## config.mk

```make
export PLATFORM = sky130hd
export DESIGN_NAME = rx_sample_buffer_flat
export DESIGN_NICKNAME = d
export VERILOG_FILES = /design/src/rtl/rx_sample_buffer_if.sv /design/src/rtl/rx_sample_buffer.sv /design/src/flat_wrapper.sv
export SDC_FILE = /design/constraint.sdc
export NUM_CORES = 1
export LEC_CHECK = 0
export CORE_MARGIN = 5
export CORE_UTILIZATION = 47
export CTS_CLUSTER_SIZE = 14
export DETAILED_ROUTE_END_ITERATION = 8
export PLACE_DENSITY = 0.76
export SLEW_MARGIN = 25
export SYNTH_ARGS = -nofsm -noshare
export SYNTH_HDL_FRONTEND = slang
export SYNTH_SLANG_ARGS = --single-unit
```

## constraint.sdc

```tcl
create_clock -name clk -period 7.34 [get_ports clk]
set_input_delay 1.468 -clock clk [delete_from_list [all_inputs] [get_ports clk]]
set_output_delay 1.468 -clock clk [all_outputs]
set_load 0.005 [all_outputs]
```

## src/rtl/rx_sample_buffer_if.sv

```systemverilog
// Sample buffer bus: write side, read side, flush and status.
// master = the block driving samples/requests, slave = rx_sample_buffer.
interface rx_sample_buffer_if #(
    parameter int AD   = 4,
    parameter int DATA = 12,
    parameter int CH   = 2
);
    localparam int W = CH * DATA;

    logic          flush;
    logic          we;
    logic [W-1:0]  data_in;
    logic          rd_en;
    logic [W-1:0]  data_out;
    logic          valid_out;
    logic [AD:0]   level;
    logic          full;
    logic          empty;
    logic          streaming;
    logic          overflow;
    logic          underrun;

    modport master (
        output flush, we, data_in, rd_en,
        input  data_out, valid_out, level, full, empty, streaming, overflow, underrun
    );

    modport slave (
        input  flush, we, data_in, rd_en,
        output data_out, valid_out, level, full, empty, streaming, overflow, underrun
    );
endinterface

```

## src/rtl/rx_sample_buffer.sv

```systemverilog
// rx_sample_buffer: circular multi-channel sample store between the ADC
// front-end and the RX baseband chain. Reads are withheld (FILL) until the
// fill level reaches START_LVL, then streamed (STREAM) until a read finds
// the buffer empty.
// Optional feature macro: RX_BUF_OVF_STICKY_EN -- overflow stays high from
// the first dropped write until flush/reset; otherwise it is a one-cycle
// pulse following each dropped write.
module rx_sample_buffer #(
    parameter int AD        = 4,
    parameter int DATA      = 12,
    parameter int CH        = 2,
    parameter int START_LVL = 8
) (
    input  logic                clk,
    input  logic                reset,
    rx_sample_buffer_if.slave   bus
);
    localparam int W     = CH * DATA;
    localparam int DEPTH = 2 ** AD;

    localparam logic [AD:0] LVL_START = (AD + 1)'(START_LVL);
    localparam logic [AD:0] LVL_FULL  = (AD + 1)'(DEPTH);
    localparam logic [AD:0] LVL_ONE   = (AD + 1)'(1);
    localparam logic [AD:0] LVL_ZERO  = '0;

    typedef enum logic {FILL, STREAM} state_t;

    state_t          state, state_nxt;
    logic [W-1:0]    mem [DEPTH];
    logic [AD-1:0]   wr_ptr, rd_ptr;
    logic [AD:0]     level, level_nxt;
    logic            full_q, empty_q;
    logic            wr_acc, wr_drop, rd_acc, under_evt;
    logic [W-1:0]    data_q;
    logic            valid_q, ovf_q, und_q;

    assign bus.data_out  = data_q;
    assign bus.valid_out = valid_q;
    assign bus.level     = level;
    assign bus.full      = full_q;
    assign bus.empty     = empty_q;
    assign bus.streaming = (state == STREAM);
    assign bus.overflow  = ovf_q;
    assign bus.underrun  = und_q;

    // Accept/drop decisions use the registered full/empty, so a write at
    // full is dropped even when a read frees a slot on the same edge.
    always_comb begin
        wr_acc    = bus.we && !full_q && !bus.flush;
        wr_drop   = bus.we &&  full_q && !bus.flush;
        rd_acc    = bus.rd_en && (state == STREAM) && !empty_q && !bus.flush;
        under_evt = bus.rd_en && (state == STREAM) &&  empty_q && !bus.flush;
        level_nxt = level;
        if (bus.flush)
            level_nxt = LVL_ZERO;
        else if (wr_acc && !rd_acc)
            level_nxt = level + LVL_ONE;
        else if (rd_acc && !wr_acc)
            level_nxt = level - LVL_ONE;
    end

    // FSM next state: arm on registered level, fall back to FILL on an
    // empty read; a level dip below START_LVL does not disarm.
    always_comb begin
        state_nxt = state;
        if (bus.flush)
            state_nxt = FILL;
        else begin
            case (state)
                FILL:    if (level >= LVL_START)        state_nxt = STREAM;
                STREAM:  if (bus.rd_en && empty_q)      state_nxt = FILL;
                default:                                state_nxt = FILL;
            endcase
        end
    end

    // FSM state register.
    always_ff @(posedge clk or posedge reset) begin
        if (reset) state <= FILL;
        else       state <= state_nxt;
    end

    // Level and full/empty flags, registered from the next level.
    always_ff @(posedge clk or posedge reset) begin
        if (reset) begin
            level   <= '0;
            full_q  <= 1'b0;
            empty_q <= 1'b1;
        end else begin
            level   <= level_nxt;
            full_q  <= (level_nxt == LVL_FULL);
            empty_q <= (level_nxt == LVL_ZERO);
        end
    end

    // Circular pointers; they wrap naturally at DEPTH.
    always_ff @(posedge clk or posedge reset) begin
        if (reset) begin
            wr_ptr <= '0;
            rd_ptr <= '0;
        end else if (bus.flush) begin
            wr_ptr <= '0;
            rd_ptr <= '0;
        end else begin
            if (wr_acc) wr_ptr <= wr_ptr + 1'b1;
            if (rd_acc) rd_ptr <= rd_ptr + 1'b1;
        end
    end

    // Sample RAM write port; contents survive flush and reset.
    always_ff @(posedge clk) begin
        if (wr_acc) mem[wr_ptr] <= bus.data_in;
    end

    // Registered read port: one-cycle latency, data holds when not valid.
    always_ff @(posedge clk or posedge reset) begin
        if (reset) begin
            data_q  <= '0;
            valid_q <= 1'b0;
        end else begin
            valid_q <= rd_acc;
            if (rd_acc) data_q <= mem[rd_ptr];
        end
    end

    // Overflow flag: sticky or per-drop pulse depending on build.
    always_ff @(posedge clk or posedge reset) begin
        if (reset)
            ovf_q <= 1'b0;
        else if (bus.flush)
            ovf_q <= 1'b0;
`ifdef RX_BUF_OVF_STICKY_EN
        else if (wr_drop)
            ovf_q <= 1'b1;
`else
        else
            ovf_q <= wr_drop;
`endif
    end

    // Underrun pulse, coincident with the STREAM->FILL fallback.
    always_ff @(posedge clk or posedge reset) begin
        if (reset) und_q <= 1'b0;
        else       und_q <= under_evt;
    end
endmodule
```

## src/flat_wrapper.sv

```systemverilog
// flat-port wrapper written by rule: the top's interface ports become plain ports
module rx_sample_buffer_flat 
#(
    parameter int AD        = 4,
    parameter int DATA      = 12,
    parameter int CH        = 2,
    parameter int START_LVL = 8
)
  (clk, reset, bus_flush, bus_we, bus_data_in, bus_rd_en, bus_data_out, bus_valid_out, bus_level, bus_full, bus_empty, bus_streaming, bus_overflow, bus_underrun);
  rx_sample_buffer_if #(.AD(AD), .DATA(DATA), .CH(CH)) bus_i ();
  input  logic clk;
  input  logic reset;
  input wire logic [$bits(bus_i.flush)-1:0] bus_flush;
  input wire logic [$bits(bus_i.we)-1:0] bus_we;
  input wire logic [$bits(bus_i.data_in)-1:0] bus_data_in;
  input wire logic [$bits(bus_i.rd_en)-1:0] bus_rd_en;
  output wire logic [$bits(bus_i.data_out)-1:0] bus_data_out;
  output wire logic [$bits(bus_i.valid_out)-1:0] bus_valid_out;
  output wire logic [$bits(bus_i.level)-1:0] bus_level;
  output wire logic [$bits(bus_i.full)-1:0] bus_full;
  output wire logic [$bits(bus_i.empty)-1:0] bus_empty;
  output wire logic [$bits(bus_i.streaming)-1:0] bus_streaming;
  output wire logic [$bits(bus_i.overflow)-1:0] bus_overflow;
  output wire logic [$bits(bus_i.underrun)-1:0] bus_underrun;
  assign bus_i.flush = bus_flush;
  assign bus_i.we = bus_we;
  assign bus_i.data_in = bus_data_in;
  assign bus_i.rd_en = bus_rd_en;
  assign bus_data_out = bus_i.data_out;
  assign bus_valid_out = bus_i.valid_out;
  assign bus_level = bus_i.level;
  assign bus_full = bus_i.full;
  assign bus_empty = bus_i.empty;
  assign bus_streaming = bus_i.streaming;
  assign bus_overflow = bus_i.overflow;
  assign bus_underrun = bus_i.underrun;
  rx_sample_buffer #(.AD(AD), .DATA(DATA), .CH(CH), .START_LVL(START_LVL)) u_core (.clk(clk), .reset(reset), .bus(bus_i));
endmodule
```

==> flow_summary.yaml, run 1 <==
pwr:
  power_frac_comb_pct: 2.7
  power_switching_share_pct: 19.4
  worst_ir_drop_vdd_mv: 0.182
  leak_pwr_nw: 5.99
  power.share.clock_pct: 43.2
  net-switching-power_uw: 968
  powerDensity_nw_per_um2: 261
  seq_power_share_pct: 54.1
  power_report.internal_total_mw: 4.01
logic_synthesis:
  syn-instance-count: 770
  synth_nets: 806
  yosysUniqueCellTypes: 43
  share_of_flip_flops_with_an_asynchronous_set_or_reset_after_synthesis_pct: 10.1
  ys_top_cells_by_area: "sky130_fd_sc_hd__edfxtp_1 (70%), sky130_fd_sc_hd__mux4_2 (13%), sky130_fd_sc_hd__dfrtp_1 (6.4%)"
  sequential_area_share_after_synthesis_pct: 76.7
  synthesis.yosys.warnings: 0
  netlist_area_um2: 16400
  synth_top_area_share_pct: 70.2
  netlist.top_cell.by_area: "sky130_fd_sc_hd__edfxtp_1"
  synthesis.area_per_instance_um2: 21.3
  most_common_cell_in_the_synthesized_netlist: "sky130_fd_sc_hd__edfxtp_1"
  synth-edff-count: 384
  synth_flop_cell: "sky130_fd_sc_hd__edfxtp_1"
  flip_flop_and_latch_count_after_synthesis: 427
  top_cell_types_by_occurrence_after_synthesis: "sky130_fd_sc_hd__edfxtp_1 (384), sky130_fd_sc_hd__mux4_2 (96), sky130_fd_sc_hd__mux2i_1 (48)"
routing:
  drt_pre_antenna_iters: 5
  route.detailed.vias_per_inst: 5.87
  vias: 7904
  routed_wire_length_per_instance_um: 25.1
  count_of_routing_violations_after_the_opening_detailed_route_iteration: 714
  drt_drc_violations_left: 0
  routed_wl_um: 33800
  drtAntennaViolNets: 0
timing:
  setup_viol: 0
  worst-slew-pin-transition_ns: 1.01
  post-route-min-period_ns: 3.55
  worst_slew_margin_rel_pct: 32.7
  final_hold_viol_count: 0
  slew_viol_final: 0
  grt_setup_unrepaired: "no"
  finalCritPeriodShare_pct: 48.4
  worst_slack_ns: 3.79
  timing.fmax_mhz: 282
  fin_setup_tns_ns: 0
  final.setup_skew_ns: 0.0234
clock_tree:
  cts_resized: 0
  clk_root_buffer_cell: "sky130_fd_sc_hd__clkbuf_16"
  cts_made_buffers: 43
  insertion_delay_ns: 0.54
  clock_tree_from_tritoncts: "done"
  cts.hold.buffers_added: 0
  clk_transition_reported_paths_ns: 0.06
  clkSinkCount: 427
  post-cts-setup-buffers: 0
  htree_levels: 2
  ctsLongestPathBuffers: 3
floorplanning:
  pin_count: 64
  number_of_standard_cell_rows_in_the_floorplan: 68
  die_y_um: 197
  start_util_pct: 47.6
  core_region_area_um2: 34500
  chipWidth_um: 197
  die_area_um2: 38800
status:
  outcome: "finished, final reports clean"
layout:
  antenna_cells_inserted: 0
  fill_cells: 2581
  layout.nets: 894
  layout-drive-gt1-share_pct: 22.0
  flow.area_growth_from_synthesis_pct: 15.9
global_route:
  antenna_found_initial: 0
  globalRoute.busiestLayer: "met2"
  grt_pass1_wl_um: 51800
  vias_in_the_first_global_route: 8218
  gr-total-overflow: 0
  total_grt_usage_pct: 17.6
  grt_use_met2_pct: 28.7
  groute.layer.met1.usage_pct: 25.1
  grt_start_max_net_pins: 66
  global_route_met3_utilization_pct: 3.64
placement:
  detailedPlacementHpwl_um: 18500
  detailedPlace.worstSlack_ns: 3.24
  gpl.final_weighted_congestion: 0.727
  port_buffers: 63
setup_path:
  worst-endpoint-arrival_ns: 3.75
  timing.critical_path.required_ns: 7.54
  peak_fanout_along_the_critical_path: 13
  criticalPathCategory: "input port to flip-flop"
  end_kind: "flip-flop"
  start_kind: "input port"
flow_run:
  drv_cap: 0
hold_path:
  hold_path.class: "flip-flop to flip-flop"
[registers in the layout, summed over array words and instances (netlist names), 4 cells and up]
signal	count
u_core.mem	384
u_core.rd_ptr	4
u_core.bus.level	5
u_core.bus.data_out	24
u_core.wr_ptr	4
[per-layer routing]
| layer | routed length, um | vias to the layer above |
|---|---|---|
| met3 | 2610 | 33 |
| met1 | 14100 | 4179 |
| met5 | 0 | - |
| li1 | - | 3354 |
| met2 | 16700 | 338 |
| met4 | 422 | 0 |
[power by group through the flow]
stage                     clock (mW)  combinational (mW)  sequential, mW
after floorplan                    0              0.0449            2.74
after global placement             0               0.129            2.75
after detailed placement           0               0.134            2.75
after CTS                       2.19               0.135            2.70
after global routing            2.30               0.146            2.70
final                           2.15               0.133            2.70
[final cells by class]
class                      count  area (um2)  area share [%]
tap                          455         569            2.99
sequential                   427       12600            66.2
inverter                       7        28.8           0.151
multi-input combinational    293        3610            18.9
timing repair buffer          86         827            4.34
clock inverter                20         219            1.15
clock buffer                  58        1180            6.21
[layout by cell type, fill, tap and decap left out, types with 2 or more instances in the layout]
master and instances:
sky130_fd_sc_hd__nor2b_1 2, sky130_fd_sc_hd__xnor2_1 3, sky130_fd_sc_hd__clkinv_2 6, sky130_fd_sc_hd__dfrtp_1 39, sky130_fd_sc_hd__xor2_1 4, sky130_fd_sc_hd__a21oi_1 4
sky130_fd_sc_hd__nand2b_1 3, sky130_fd_sc_hd__nand2_1 35, sky130_fd_sc_hd__or3_1 2, sky130_fd_sc_hd__clkbuf_1 11, sky130_fd_sc_hd__and4_1 3, sky130_fd_sc_hd__nor4_1 2
sky130_fd_sc_hd__buf_4 21, sky130_fd_sc_hd__nor3_1 9, sky130_fd_sc_hd__mux4_2 96, sky130_fd_sc_hd__nor2_1 13, sky130_fd_sc_hd__clkbuf_16 44, sky130_fd_sc_hd__clkinv_1 5
sky130_fd_sc_hd__ha_1 7, sky130_fd_sc_hd__o21ai_0 2, sky130_fd_sc_hd__nor2_2 3, sky130_fd_sc_hd__dfrtp_4 2, sky130_fd_sc_hd__nand3b_1 2, sky130_fd_sc_hd__inv_1 5
sky130_fd_sc_hd__bufinv_16 4, sky130_fd_sc_hd__and3_1 3, sky130_fd_sc_hd__inv_6 3, sky130_fd_sc_hd__clkdlybuf4s50_1 63, sky130_fd_sc_hd__o221ai_1 24, sky130_fd_sc_hd__mux2i_1 48
sky130_fd_sc_hd__clkbuf_8 3, sky130_fd_sc_hd__a31oi_1 2, sky130_fd_sc_hd__edfxtp_1 384, sky130_fd_sc_hd__nand4_1 2, sky130_fd_sc_hd__and2_1 9
[metrics by stage]
step / instance area, um2 / power (mW) / hold slack, ns / util [%] / cells
6_report: 19100 / 4.98 / 0.496 / 55.2 / 1346
5_1_grt: 19100 / 5.15 / 0.525 / 55.2 / 1346
4_1_cts: 19000 / 5.02 / 0.501 / 55.1 / 1346
3_5_place_dp: 17600 / 2.88 / 0.481 / 51.1 / 1268
3_3_place_gp: 17600 / 2.88 / 0.475 / 51.0 / 1267
2_1_floorplan: 16400 / 2.79 / 0.479 / - / 770
[critical path, cell delays in order]
cell	delay, ns
sky130_fd_sc_hd__clkdlybuf4s50_1	0.49
sky130_fd_sc_hd__nand2b_1	0.22
sky130_fd_sc_hd__nor4_1	0.43
sky130_fd_sc_hd__and2_1	0.71
sky130_fd_sc_hd__buf_4	0.42
[final timing paths]
kind,startpoint,end,slack (ns),cells past startpoint
worst max-delay path,bus_we,u_core.mem[2][2]$_DFFE_PP_,3.79,5
worst min-delay path,u_core.bus.data_out[8]$_DFFE_PP0P_,u_core.bus.data_out[8]$_DFFE_PP0P_,0.50,2
worst max register to register,u_core.bus.full$_DFF_PP0_,u_core.mem[2][2]$_DFFE_PP_,4.73,4
worst min register to register,u_core.bus.data_out[8]$_DFFE_PP0P_,u_core.bus.data_out[8]$_DFFE_PP0P_,0.50,2
max in group asynchronous,reset,u_core.rd_ptr[0]$_DFFE_PP0P_,5.47,2
min in group asynchronous,reset,u_core.bus.data_out[6]$_DFFE_PP0P_,1.39,2
[cells by family (layout without fill, tap and decap cells)]
kind of cell               count (synthesis)  in the layout  share of synthesized area, %
DFF                                      427            427                          76.7
muxes                                    144            144                          16.1
and+or+nand+nor                           97             97                          2.97
buffers and inverters                     50            171                          1.46
AOI/OAI and AO/OA                         38             38                          1.87
adders and majority gates                  7              7                         0.533
xor gates and xnor gates                   7              7                         0.373
(Power assumes the default switching activity.)
==> run 2: changes to the inputs <==
Settings changed: PLACE_DENSITY 0.76 to 0.79.
Clock period 7.34 ns to 3.1 ns, I/O delays scaled along.
==> flow_summary.yaml, run 2 (synthesized netlist as in run 1, its figures left out) <==
routing:
  vias: 7923
  wire_length_on_met2_um: 17400
  wl_met1_um: 13600
  met3RoutedLength_um: 1930
  drt_pre_antenna_iters: 5
  drtAntennaViolNets: 0
  route.detailed.vias_per_inst: 5.84
  top_signal_layer_used: "met4"
  count_of_routing_violations_after_the_opening_detailed_route_iteration: 760
  routed_wire_length_per_instance_um: 24.6
  routed_wl_um: 33400
  drt_drc_violations_left: 0
global_route:
  grt_pass1_wl_um: 51800
  gr-total-overflow: 0
  total_grt_usage_pct: 17.5
  grt_start_max_net_pins: 45
  antenna_found_initial: 0
  vias_in_the_first_global_route: 8595
layout:
  largest_register: "u_core.mem"
  layout_common_cells: "sky130_fd_sc_hd__edfxtp_1 (384), sky130_fd_sc_hd__mux4_2 (96), sky130_fd_sc_hd__clkdlybuf4s50_1 (63)"
  largest_reg_flops: 384
  final_area_um2: 19100
  fin_util_pct: 55.4
  flow.area_growth_from_synthesis_pct: 16.5
  layout.nets: 905
  antenna_cells_inserted: 0
  most_common_cell_after_layout_fill_and_taps_aside: "sky130_fd_sc_hd__edfxtp_1"
  layout-drive-gt1-share_pct: 22.9
placement:
  detailedPlace.worstSlack_ns: 0.328
  dpl-instance-area_um2: 17800
  gpl.final_weighted_congestion: 0.744
  detailedPlacementHpwl_um: 19100
  port_buffers: 63
clock_tree:
  cts_made_buffers: 42
  ctsLongestPathBuffers: 3
  cts.hold.buffers_added: 0
  htree_levels: 2
  cts_resized: 0
  clkSinkCount: 427
  clock_tree_from_tritoncts: "done"
  clk_transition_reported_paths_ns: 0.06
  insertion_delay_ns: 0.53
  clk_root_buffer_cell: "sky130_fd_sc_hd__clkbuf_16"
  post-cts-setup-buffers: 0
pwr:
  worst_ir_drop_vdd_mv: 0.329
  power_report.internal_total_mw: 9.19
  power.share.clock_pct: 41.5
  post-layout-total-power_mw: 11.4
  seq_power_share_pct: 55.8
  net-switching-power_mw: 2.25
  powerDensity_nw_per_um2: 598
  power_frac_comb_pct: 2.7
  leak_pwr_nw: 6.02
  power_switching_share_pct: 19.7
floorplanning:
  die_y_um: 197
  pin_count: 64
  number_of_standard_cell_rows_in_the_floorplan: 68
  core_region_area_um2: 34500
  die_area_um2: 38800
  start_util_pct: 47.6
  chipWidth_um: 197
timing:
  worst_slew_margin_rel_pct: 41.7
  worst-slew-pin-transition_ns: 0.873
  finalCritPeriodShare_pct: 73.6
  timing.fmax_mhz: 438
  grt_setup_unrepaired: "no"
  final_hold_viol_count: 0
  post-route-min-period_ns: 2.28
  worst_slack_ns: 0.819
  slew_viol_final: 0
  setup_viol: 0
  final.setup_skew_ns: 0.0172
  fin_setup_tns_ns: 0
setup_path:
  worst-endpoint-arrival_ns: 2.47
  criticalPathCategory: "input port to flip-flop"
  start_kind: "input port"
  peak_fanout_along_the_critical_path: 24
  timing.critical_path.required_ns: 3.29
  end_kind: "flip-flop"
  setup_slack_of_the_worst_register_to_register_path_ns: 0.87
status:
  outcome: "finished, final reports clean"
flow_run:
  drv_cap: 0
hold_path:
  hold_path.class: "flip-flop to flip-flop"
## run 2: power groups by stage
stage	sequential [mW]	clock [mW]	combinational (mW)
floorplan	6.49	0	0.107
CTS	6.38	4.85	0.317
global placement	6.50	0	0.302
detailed placement	6.50	0	0.314
global route	6.39	5.13	0.343
finish	6.38	4.75	0.313
## run 2: path summary, 6_finish.rpt
path	from	cells past startpoint	to
setup / recovery	bus_we	6	u_core.mem[1][2]$_DFFE_PP_
max in group asynchronous	reset	3	u_core.bus.data_out[0]$_DFFE_PP0P_
hold / removal	u_core.bus.data_out[8]$_DFFE_PP0P_	2	u_core.bus.data_out[8]$_DFFE_PP0P_
setup reg to reg	u_core.rd_ptr[0]$_DFFE_PP0P_	4	u_core.bus.data_out[18]$_DFFE_PP0P_
min in group asynchronous	reset	2	u_core.bus.data_out[8]$_DFFE_PP0P_
hold reg to reg	u_core.bus.data_out[8]$_DFFE_PP0P_	2	u_core.bus.data_out[8]$_DFFE_PP0P_
## run 2: per-layer routing
metal  vias up  track usage (%)
li1       3377                -
met1      4233             23.7
met2       265             30.2
met3        48             3.25
met4         0             3.80
met5         -                0
## run 2: cell type report
| type | count | area, um2 |
|---|---|---|
| Fill cell | 2555 | 15400 |
| Sequential cell | 427 | 12600 |
| Multi-Input combinational cell | 293 | 3610 |
| Clock buffer | 55 | 1150 |
| Timing Repair Buffer | 98 | 1010 |
| Tap cell | 455 | 569 |
| Clock inverter | 22 | 158 |
| Inverter | 7 | 26.3 |
## run 2: metrics by stage
stage	std cells	hold WS [ns]
after floorplan	770	0.479
after global placement	1280	0.471
after detailed placement	1280	0.475
after CTS	1357	0.497
after global routing	1357	0.514
final	1357	0.492
## run 2: worst max-delay path, stage by stage
cell and delay (ns):
sky130_fd_sc_hd__clkdlybuf4s50_1 0.50, sky130_fd_sc_hd__nand2b_1 0.22, sky130_fd_sc_hd__nor2_1 0.30, sky130_fd_sc_hd__nand2_1 0.26, sky130_fd_sc_hd__nor3_4 0.18, sky130_fd_sc_hd__buf_4 0.38
==> run 3: changes to the inputs <==
Clock period 3.1 ns to 2 ns, I/O delays scaled along.
==> flow_summary.yaml, run 3 (synthesized netlist as in run 1, its figures left out) <==
floorplanning:
  core_region_area_um2: 34500
  die_area_um2: 38800
  number_of_standard_cell_rows_in_the_floorplan: 68
  chipWidth_um: 197
  pin_count: 64
  start_util_pct: 47.6
  die_y_um: 197
global_route:
  gr-total-overflow: 0
  grt_start_max_net_pins: 44
  total_grt_usage_pct: 18.0
  grt_pass1_wl_um: 52800
  antenna_found_initial: 0
  vias_in_the_first_global_route: 8447
routing:
  drtAntennaViolNets: 0
  count_of_routing_violations_after_the_opening_detailed_route_iteration: 654
  drt_pre_antenna_iters: 5
  routed_wire_length_per_instance_um: 24.7
  vias: 7998
  route.detailed.vias_per_inst: 5.79
  routed_wl_um: 34200
  drt_drc_violations_left: 0
layout:
  antenna_cells_inserted: 0
  layout-drive-gt1-share_pct: 25.2
  layout.nets: 930
  instances_no_fill: 1382
  area_occupied_by_multi_input_gates_um2: 3650
  flow.area_growth_from_synthesis_pct: 19.8
  fill_cells: 2495
  layout_common_cells: "sky130_fd_sc_hd__edfxtp_1 (384), sky130_fd_sc_hd__mux4_2 (96), sky130_fd_sc_hd__clkdlybuf4s50_1 (62)"
  most_common_cell_after_layout_fill_and_taps_aside: "sky130_fd_sc_hd__edfxtp_1"
  largest_register: "u_core.mem"
  final-seq-area_um2: 12600
  largest_reg_flops: 384
clock_tree:
  insertion_delay_ns: 0.54
  cts_made_buffers: 43
  post-cts-setup-buffers: 0
  htree_levels: 2
  clock_tree_from_tritoncts: "done"
  clk_transition_reported_paths_ns: 0.06
  cts_resized: 2
  ctsLongestPathBuffers: 3
  clkSinkCount: 427
  cts.hold.buffers_added: 0
  clk_root_buffer_cell: "sky130_fd_sc_hd__clkbuf_16"
pwr:
  seq_power_share_pct: 55.0
  power_report.internal_total_mw: 14.5
  leak_pwr_nw: 6.23
  power.share.clock_pct: 42.1
  power_switching_share_pct: 19.7
  net-switching-power_mw: 3.54
  worst_ir_drop_vdd_mv: 0.657
  power_frac_comb_pct: 2.9
  powerDensity_nw_per_um2: 914
timing:
  worst_slew_margin_rel_pct: 58.7
  fin_setup_tns_ns: 0
  final_hold_viol_count: 0
  worst_slack_ns: 0.0963
  finalCritPeriodShare_pct: 95.2
  slew_viol_final: 0
  hold_slack_ns: 0.260
  setup_viol: 0
  final.setup_skew_ns: 0.0229
  worst-slew-pin-transition_ns: 0.617
  post-route-min-period_ns: 1.90
  timing.fmax_mhz: 525
placement:
  detailedPlace.worstSlack_ns: -0.294
  detailedPlacementHpwl_um: 19900
  gpl.final_weighted_congestion: 0.792
  placedCellCount: 1304
  port_buffers: 63
flow_run:
  drv_cap: 0
setup_path:
  worst-endpoint-arrival_ns: 2.29
  startpoint: "u_core.rd_ptr[0]$_DFFE_PP0P_"
  timing.critical_path.required_ns: 2.39
  peak_fanout_along_the_critical_path: 27
  criticalPathCategory: "flip-flop to flip-flop"
  end_kind: "flip-flop"
  start_kind: "flip-flop"
  worstReg2RegStart: "u_core.rd_ptr[0]$_DFFE_PP0P_"
hold_path:
  hold_path.class: "input port to asynchronous set/reset pin"
status:
  outcome: "finished, final reports clean"
run 3: cell count changes in the layout (fill, tap and decap cells not counted), sizes merged:
cell and delta:
dlygate4sd2 +1, clkinv -2, bufinv +1, buf +24, inv -3, clkdlybuf4s50 -1, clkbuf +5
run 3: per-stage QoR:
step | util, % | total power [mW] | cell area, um2
final | 57.0 | 18.0 | 19700
after global routing | 57.0 | 18.6 | 19700
after CTS | 57.0 | 18.1 | 19700
after detailed placement | 53.1 | 10.6 | 18300
after global placement | 53.1 | 10.6 | 18300
after floorplan | - | 10.2 | 16500
run 3: area by class of cell:
cell class              count  share of cell area [%]
flip-flops and latches    427                    64.1
multi-input cells         293                    18.5
repair buffers            122                    7.54
clock buffers              60                    5.99
well taps                 455                    2.89
clock inverters            18                   0.820
inverters                   7                   0.133
run 3: path summary, 6_finish.rpt:
| kind | to | slack [ns] | cells after the start |
|---|---|---|---|
| worst max register to register | u_core.bus.data_out[21]$_DFFE_PP0P_ | 0.1 | 4 |
| worst min register to register | u_core.bus.data_out[11]$_DFFE_PP0P_ | 0.49 | 2 |
| worst min-delay path | u_core.bus.data_out[8]$_DFFE_PP0P_ | 0.26 | 3 |
| worst max-delay path | u_core.bus.data_out[21]$_DFFE_PP0P_ | 0.1 | 4 |
| max in group asynchronous | u_core.bus.empty$_DFF_PP1_ | 1.46 | 3 |
| min in group clk | u_core.bus.data_out[11]$_DFFE_PP0P_ | 0.49 | 2 |
run 3: critical path, cell delays in order (launching register included):
cell	delay, ns
sky130_fd_sc_hd__dfrtp_4	0.50
sky130_fd_sc_hd__buf_12	0.26
sky130_fd_sc_hd__mux4_2	0.56
sky130_fd_sc_hd__mux2i_1	0.27
sky130_fd_sc_hd__o221ai_1	0.16
run 3: power by group through the flow:
stage	registers, mW	clock network, mW	logic (mW)
after floorplan	10.1	0	0.174
after global placement	10.1	0	0.513
after detailed placement	10.1	0	0.531
after CTS	9.90	7.71	0.534
after global routing	9.90	8.14	0.577
final	9.89	7.58	0.527
run 3: metal layers:
layer  vias up  global-route usage, %  part of all wire (%)
li1       3431                      -                     -
met1      4269                   25.5                    42
met2       256                   30.1                    51
met3        42                   2.96                   5.3
met4         0                   3.57                   1.5
met5         -                      0                     0
==> variant 1 (flow settings as in run 1) <==
`DATA` is set to 12 in 3 places; all go to 14.
--- a/src/rtl/rx_sample_buffer_if.sv
+++ b/src/rtl/rx_sample_buffer_if.sv
@@ -2,7 +2,7 @@
 // master = the block driving samples/requests, slave = rx_sample_buffer.
 interface rx_sample_buffer_if #(
     parameter int AD   = 4,
-    parameter int DATA = 12,
+    parameter int DATA = 14,
     parameter int CH   = 2
 );
     localparam int W = CH * DATA;
--- a/src/rtl/rx_sample_buffer.sv
+++ b/src/rtl/rx_sample_buffer.sv
@@ -7,7 +7,7 @@
 // pulse following each dropped write.
 module rx_sample_buffer #(
     parameter int AD        = 4,
-    parameter int DATA      = 12,
+    parameter int DATA      = 14,
     parameter int CH        = 2,
     parameter int START_LVL = 8
 ) (
--- a/src/flat_wrapper.sv
+++ b/src/flat_wrapper.sv
@@ -2,7 +2,7 @@
 module rx_sample_buffer_flat 
 #(
     parameter int AD        = 4,
-    parameter int DATA      = 12,
+    parameter int DATA      = 14,
     parameter int CH        = 2,
     parameter int START_LVL = 8
 )
Interface: changed (resized bus_data_in and bus_data_out); port bits go from 64 to 72. No check against the original RTL was run, so the function may have changed too.
==> variant 1 against run 1 <==
- final area grew 17%
- clock power is 12% higher
- total power is 15% higher
- routed wire length rose by 17%
- die area rose by 18%
- cell count rose by 26%
- sequential cell count increased by 68
- synthesized cell count rose by 37%
- worst setup slack worse by 0.54 ns
- synthesized area is 19% higher
- critical path type unchanged
==> variant 1: results (changes against run 1) <==
* Syn Nets at 1094 (+36%)
* CTS Buf Count at 49 (+14%)
* R2R setup slack at 4.24 ns (-0.49 ns)
* Placer's final routability congestion estimate at 0.7647 (+5.2%)
* R2R depth at 6 (+2)
* Final net count at 1168 (+31%)
* EDFF count, synth at 448 (+17%)
* WL met3 at 2.228 mm (-15%)
* Hold WS at 0.5310 ns (+0.03498 ns)
* DRT iter0 DRCs at 640 (-10%)
* Fraction of registers with async set/reset at 9.495% (-0.58 points)
* Register area share after synthesis at 75.03% (-1.7 points)
* Min-Delay Endpoint: u_core.bus.overflow
* Crit Reg-Reg Startpoint: u_core.bus.empty
* Setup crit start: bus_rd_en
* R2R Path End: u_core.bus.data_out[12]
* Share of cells above drive strength 1 at 20.50% (-1.5 points)
* Outcome: finished, final reports clean
* GRT Util Overall at 17.49% (-0.14 points)
* Top cells by count, synth: edfxtp_1, mux2_2, a21oi_1
* Buffers added on ports at 71 (+13%)
* Worst IR Drop VDD at 0.2133 mV (+17%)
* Detail Placement HPWL at 20.83 mm (+12%)
* HP Start: u_core.bus.full
* Final Routed Wirelength at 39.50 mm (+17%)
* Vias at 9894 (+25%)
* M1 WL at 16.18 mm (+15%)
* Cell Area, Placed at 20660 µm² (+17%)
* Worst EP arrival at 4.50 ns (+0.75 ns)
* Largest net degree at the start of global routing at 133 (+100%)
==> variant 1: critical path, cell delays in order <==
cell and delay (ns):
clkdlybuf4s50_1 0.52, nand3b_1 0.30, nor2_4 0.84, nand2_1 0.63, buf_4 0.43, o22ai_1 0.21
a31oi_1 0.07
==> variant 1: where the power goes <==
group	internal, W	leakage [nW]	total [W]	switching (W)
logic	0.0000800	1.61	0.000173	0.0000933
clock network	0.00140	0.747	0.00241	0.00101
registers	0.00312	4.66	0.00314	0.0000251
==> variant 1: cell type report <==
type / count / area (µm²)
Multi-Input combinational cell: 494 / 4546
Fill cell: 3084 / 18650
Timing Repair Buffer: 82 / 858.3
Clock inverter: 20 / 205.2
Clock buffer: 69 / 1331
Sequential cell: 495 / 14640
Tap cell: 532 / 665.6
Inverter: 6 / 22.52
==> variant 1: worst max-delay path by stage <==
stage / end / slack, ns / depth (start not counted)
after floorplan: u_core.mem[1][0] / 2.92 / 5
after global placement: u_core.bus.data_out[10] / 2.94 / 7
after detailed placement: u_core.bus.data_out[12] / 2.75 / 7
after CTS: u_core.bus.data_out[12] / 3.32 / 7
after global routing: u_core.bus.data_out[12] / 3.13 / 7
final: u_core.bus.data_out[12] / 3.25 / 7
==> variant 1: cell families (layout without fill, tap and decap cells) <==
logic type	count (synthesis)	count (layout)	share of synthesized area, %
flops	495	495	75.03
compound gates	182	182	5.544
simple gates	102	102	2.554
mux	196	196	14.19
xor+xnor	7	7	0.3144
buf+inv	65	177	1.912
fa+ha+maj	7	7	0.4492
==> variant 1: per-layer routing <==
metal  GRT usage (%)  vias up
li1                -     4365
met1           23.37     5146
met2           30.42      307
met3           2.590       76
met4           4.781        0
met5               0        -
==> variant 1: per-stage QoR <==
stage               std cells  setup WS, ns
CTS                      1695         3.321
global route             1698         3.126
floorplan                1054         2.918
finish                   1698         3.250
global placement         1606         2.941
detailed placement       1606         2.748
==> variant 2 (flow settings as in run 1) <==
Without the edit above. Make the reset (`reset`) synchronous in 6 clocked blocks.
--- a/src/rtl/rx_sample_buffer.sv
+++ b/src/rtl/rx_sample_buffer.sv
@@ -75,13 +75,13 @@
     end
 
     // FSM state register.
-    always_ff @(posedge clk or posedge reset) begin
+    always_ff @(posedge clk) begin
         if (reset) state <= FILL;
         else       state <= state_nxt;
     end
 
     // Level and full/empty flags, registered from the next level.
-    always_ff @(posedge clk or posedge reset) begin
+    always_ff @(posedge clk) begin
         if (reset) begin
             level   <= '0;
             full_q  <= 1'b0;
@@ -94,7 +94,7 @@
     end
 
     // Circular pointers; they wrap naturally at DEPTH.
-    always_ff @(posedge clk or posedge reset) begin
+    always_ff @(posedge clk) begin
         if (reset) begin
             wr_ptr <= '0;
             rd_ptr <= '0;
@@ -113,7 +113,7 @@
     end
 
     // Registered read port: one-cycle latency, data holds when not valid.
-    always_ff @(posedge clk or posedge reset) begin
+    always_ff @(posedge clk) begin
         if (reset) begin
             data_q  <= '0;
             valid_q <= 1'b0;
@@ -124,7 +124,7 @@
     end
 
     // Overflow flag: sticky or per-drop pulse depending on build.
-    always_ff @(posedge clk or posedge reset) begin
+    always_ff @(posedge clk) begin
         if (reset)
             ovf_q <= 1'b0;
         else if (bus.flush)
@@ -139,7 +139,7 @@
     end
 
     // Underrun pulse, coincident with the STREAM->FILL fallback.
-    always_ff @(posedge clk or posedge reset) begin
+    always_ff @(posedge clk) begin
         if (reset) und_q <= 1'b0;
         else       und_q <= under_evt;
     end
Check against the original RTL: differs if reset is asserted again (counterexample within 4 cycles, from zero or initial values and one cycle with reset high); with reset held inactive, the same outputs for 10 cycles.
==> variant 2 against run 1 <==
- routed wire length down 1.6%
- count of clock-buffer cells in the layout decreased by 7
- via count down 0.13%
- global-route usage fell by 0.14 points
- final area down 2.0%
- total power is 3.0% lower
- synthesized cell count increased by 3.5%
- worst setup slack lost 0.042 ns
- core utilization increased by 0.27 points
- sequential cell count stayed put
- clock skew decreased by 0.015 ns
- register-to-register slack got worse by 0.13 ns
- synthesized area fell by 1.8%
- sequential power shrank 1%
- highest routed layer unchanged
==> variant 2: results (changes against run 1) <==
* CTS Buf Count at 42 (-2.3%)
* Clock Skews at 0.008026 ns (-0.01538 ns)
* ANT cells at 0 (unchanged)
* First-pass GRT wire length at 51.38 mm (-0.71%)
* DRT iter0 DRCs at 623 (-13%)
* Top cells by count, synth: edfxtp_1, mux4_2, nor2_1
* Placer's final routability congestion estimate at 0.7512 (+3.3%)
* CP Max Fanout at 24 (+11)
* Initial antenna violation count at 0 (unchanged)
* Area contributors post-synth: edfxtp_1, mux4_2, dfxtp_1
* Final Routed Wirelength at 33.31 mm (-1.6%)
* Pre-CTS setup slack at 3.213 ns (-0.02387 ns)
* Vias at 7894 (-0.13%)
* Synth warn at 0 (unchanged)
* Largest reg by FF count: u_core.mem
* Register area share after synthesis at 76.80% (+0.086 points)
* Reg clk slew, reported paths at 0.06 ns (about the same)
* Max reg flops at 384 (unchanged)
* Fillers at 2492 (-3.4%)
* Hold WS at 0.4875 ns (-0.008562 ns)
* Relative slew slack at 30.95% (-1.7 points)
* Final net count at 908 (+1.6%)
* EDFF count, synth at 384 (unchanged)
* Worst-Skew Late Latency at 0.52 ns (-0.02 ns)
* Fin cells at 1353 (+0.52%)
* Worst EP arrival at 3.73 ns (-0.02 ns)
* Slowest-stage cell, CP: nor2_4
* Yosys cell types at 34 (-21%)
* H-Tree Level Count at 2 (unchanged)
* Worst IR Drop VDD at 0.1857 mV (+1.9%)
* Setup WS post-layout at 3.747 ns (-0.04153 ns)
* Hold Crit Class: register to register
* Final instance area at 18680 µm² (-2.0%)
* Root Driver: clkbuf_16
* DR pass1 iterations at 5 (unchanged)
* Maximum buffer depth of the clock tree at 3 (unchanged)
* Vias in the first global route at 8423 (+2.5%)
* Outcome: finished, final reports clean
* Syn Nets at 833 (+3.3%)
* CP delay by family, top: simple AND/OR/NAND/NOR gates
* Cell count after placement at 1276 (+0.63%)
* Fraction of registers with async set/reset at 0% (-10 points)
* Buffers added on ports at 63 (unchanged)
* GRT Util Overall at 17.49% (-0.14 points)
* Detail Placement HPWL at 17.43 mm (-5.9%)
* Synth Flop Type: edfxtp_1
* Cell Area, Placed at 17320 µm² (-1.8%)
* Share of cells above drive strength 1 at 21.99% (about the same)
* Crit path largest cell delay at 0.82 ns (+0.11 ns)
* P_leak at 5.758 nW (-3.9%)
* R2R setup slack at 4.60 ns (-0.13 ns)
* Largest net degree at the start of global routing at 70 (+6.1%)
* Syn Inst Count at 797 (+3.5%)
-- variant 2: kinds of logic after synthesis --
kind of cell	count (synthesis)	share of synthesized area [%]
DFF	427	76.80
AOI/OAI and AO/OA	112	4.466
muxes	97	13.48
and+or+nand+nor	92	2.590
buffers and inverters	52	1.574
xor gates and xnor gates	10	0.5428
adders and majority gates	7	0.5428
-- variant 2: area by class of cell --
cell class                      count  share of cell area (%)
Inverter                            7                  0.1407
Timing Repair Buffer               76                   3.919
Tap cell                          448                   3.001
Clock inverter                     26                   1.079
Sequential cell                   427                   66.39
Clock buffer                       51                   6.150
Multi-Input combinational cell    318                   19.33
-- variant 2: power breakdown --
part	switching, W	internal (W)
Clock	0.000869	0.00122
Sequential	0.00000400	0.00266
Combinational	0.0000552	0.0000275
-- variant 2: final timing paths --
path | from | to | depth (start not counted)
worst min-delay path | u_core.bus.data_out[21] | u_core.bus.data_out[21] | 2
worst min register to register | u_core.bus.data_out[21] | u_core.bus.data_out[21] | 2
worst max register to register | u_core.rd_ptr[1] | u_core.bus.data_out[18] | 6
worst max-delay path | bus_we | u_core.mem[7][10] | 5
-- variant 2: tightest hold or removal path: stages (launching register included) --
cell and delay, ns:
dfxtp_1 0.32, a21oi_1 0.06, nor2_1 0.07
-- variant 2: per-layer routing --
layer  vias up  routed length, µm  share of wire [%]  global-route usage [%]
met5         -                  0                  0                       0
met4         0                659                2.0                   4.267
met3        57               2081                6.2                   2.998
met2       305              16870                 51                   29.71
met1      4108              13700                 41                   23.96
li1       3424                  -                  -                       -
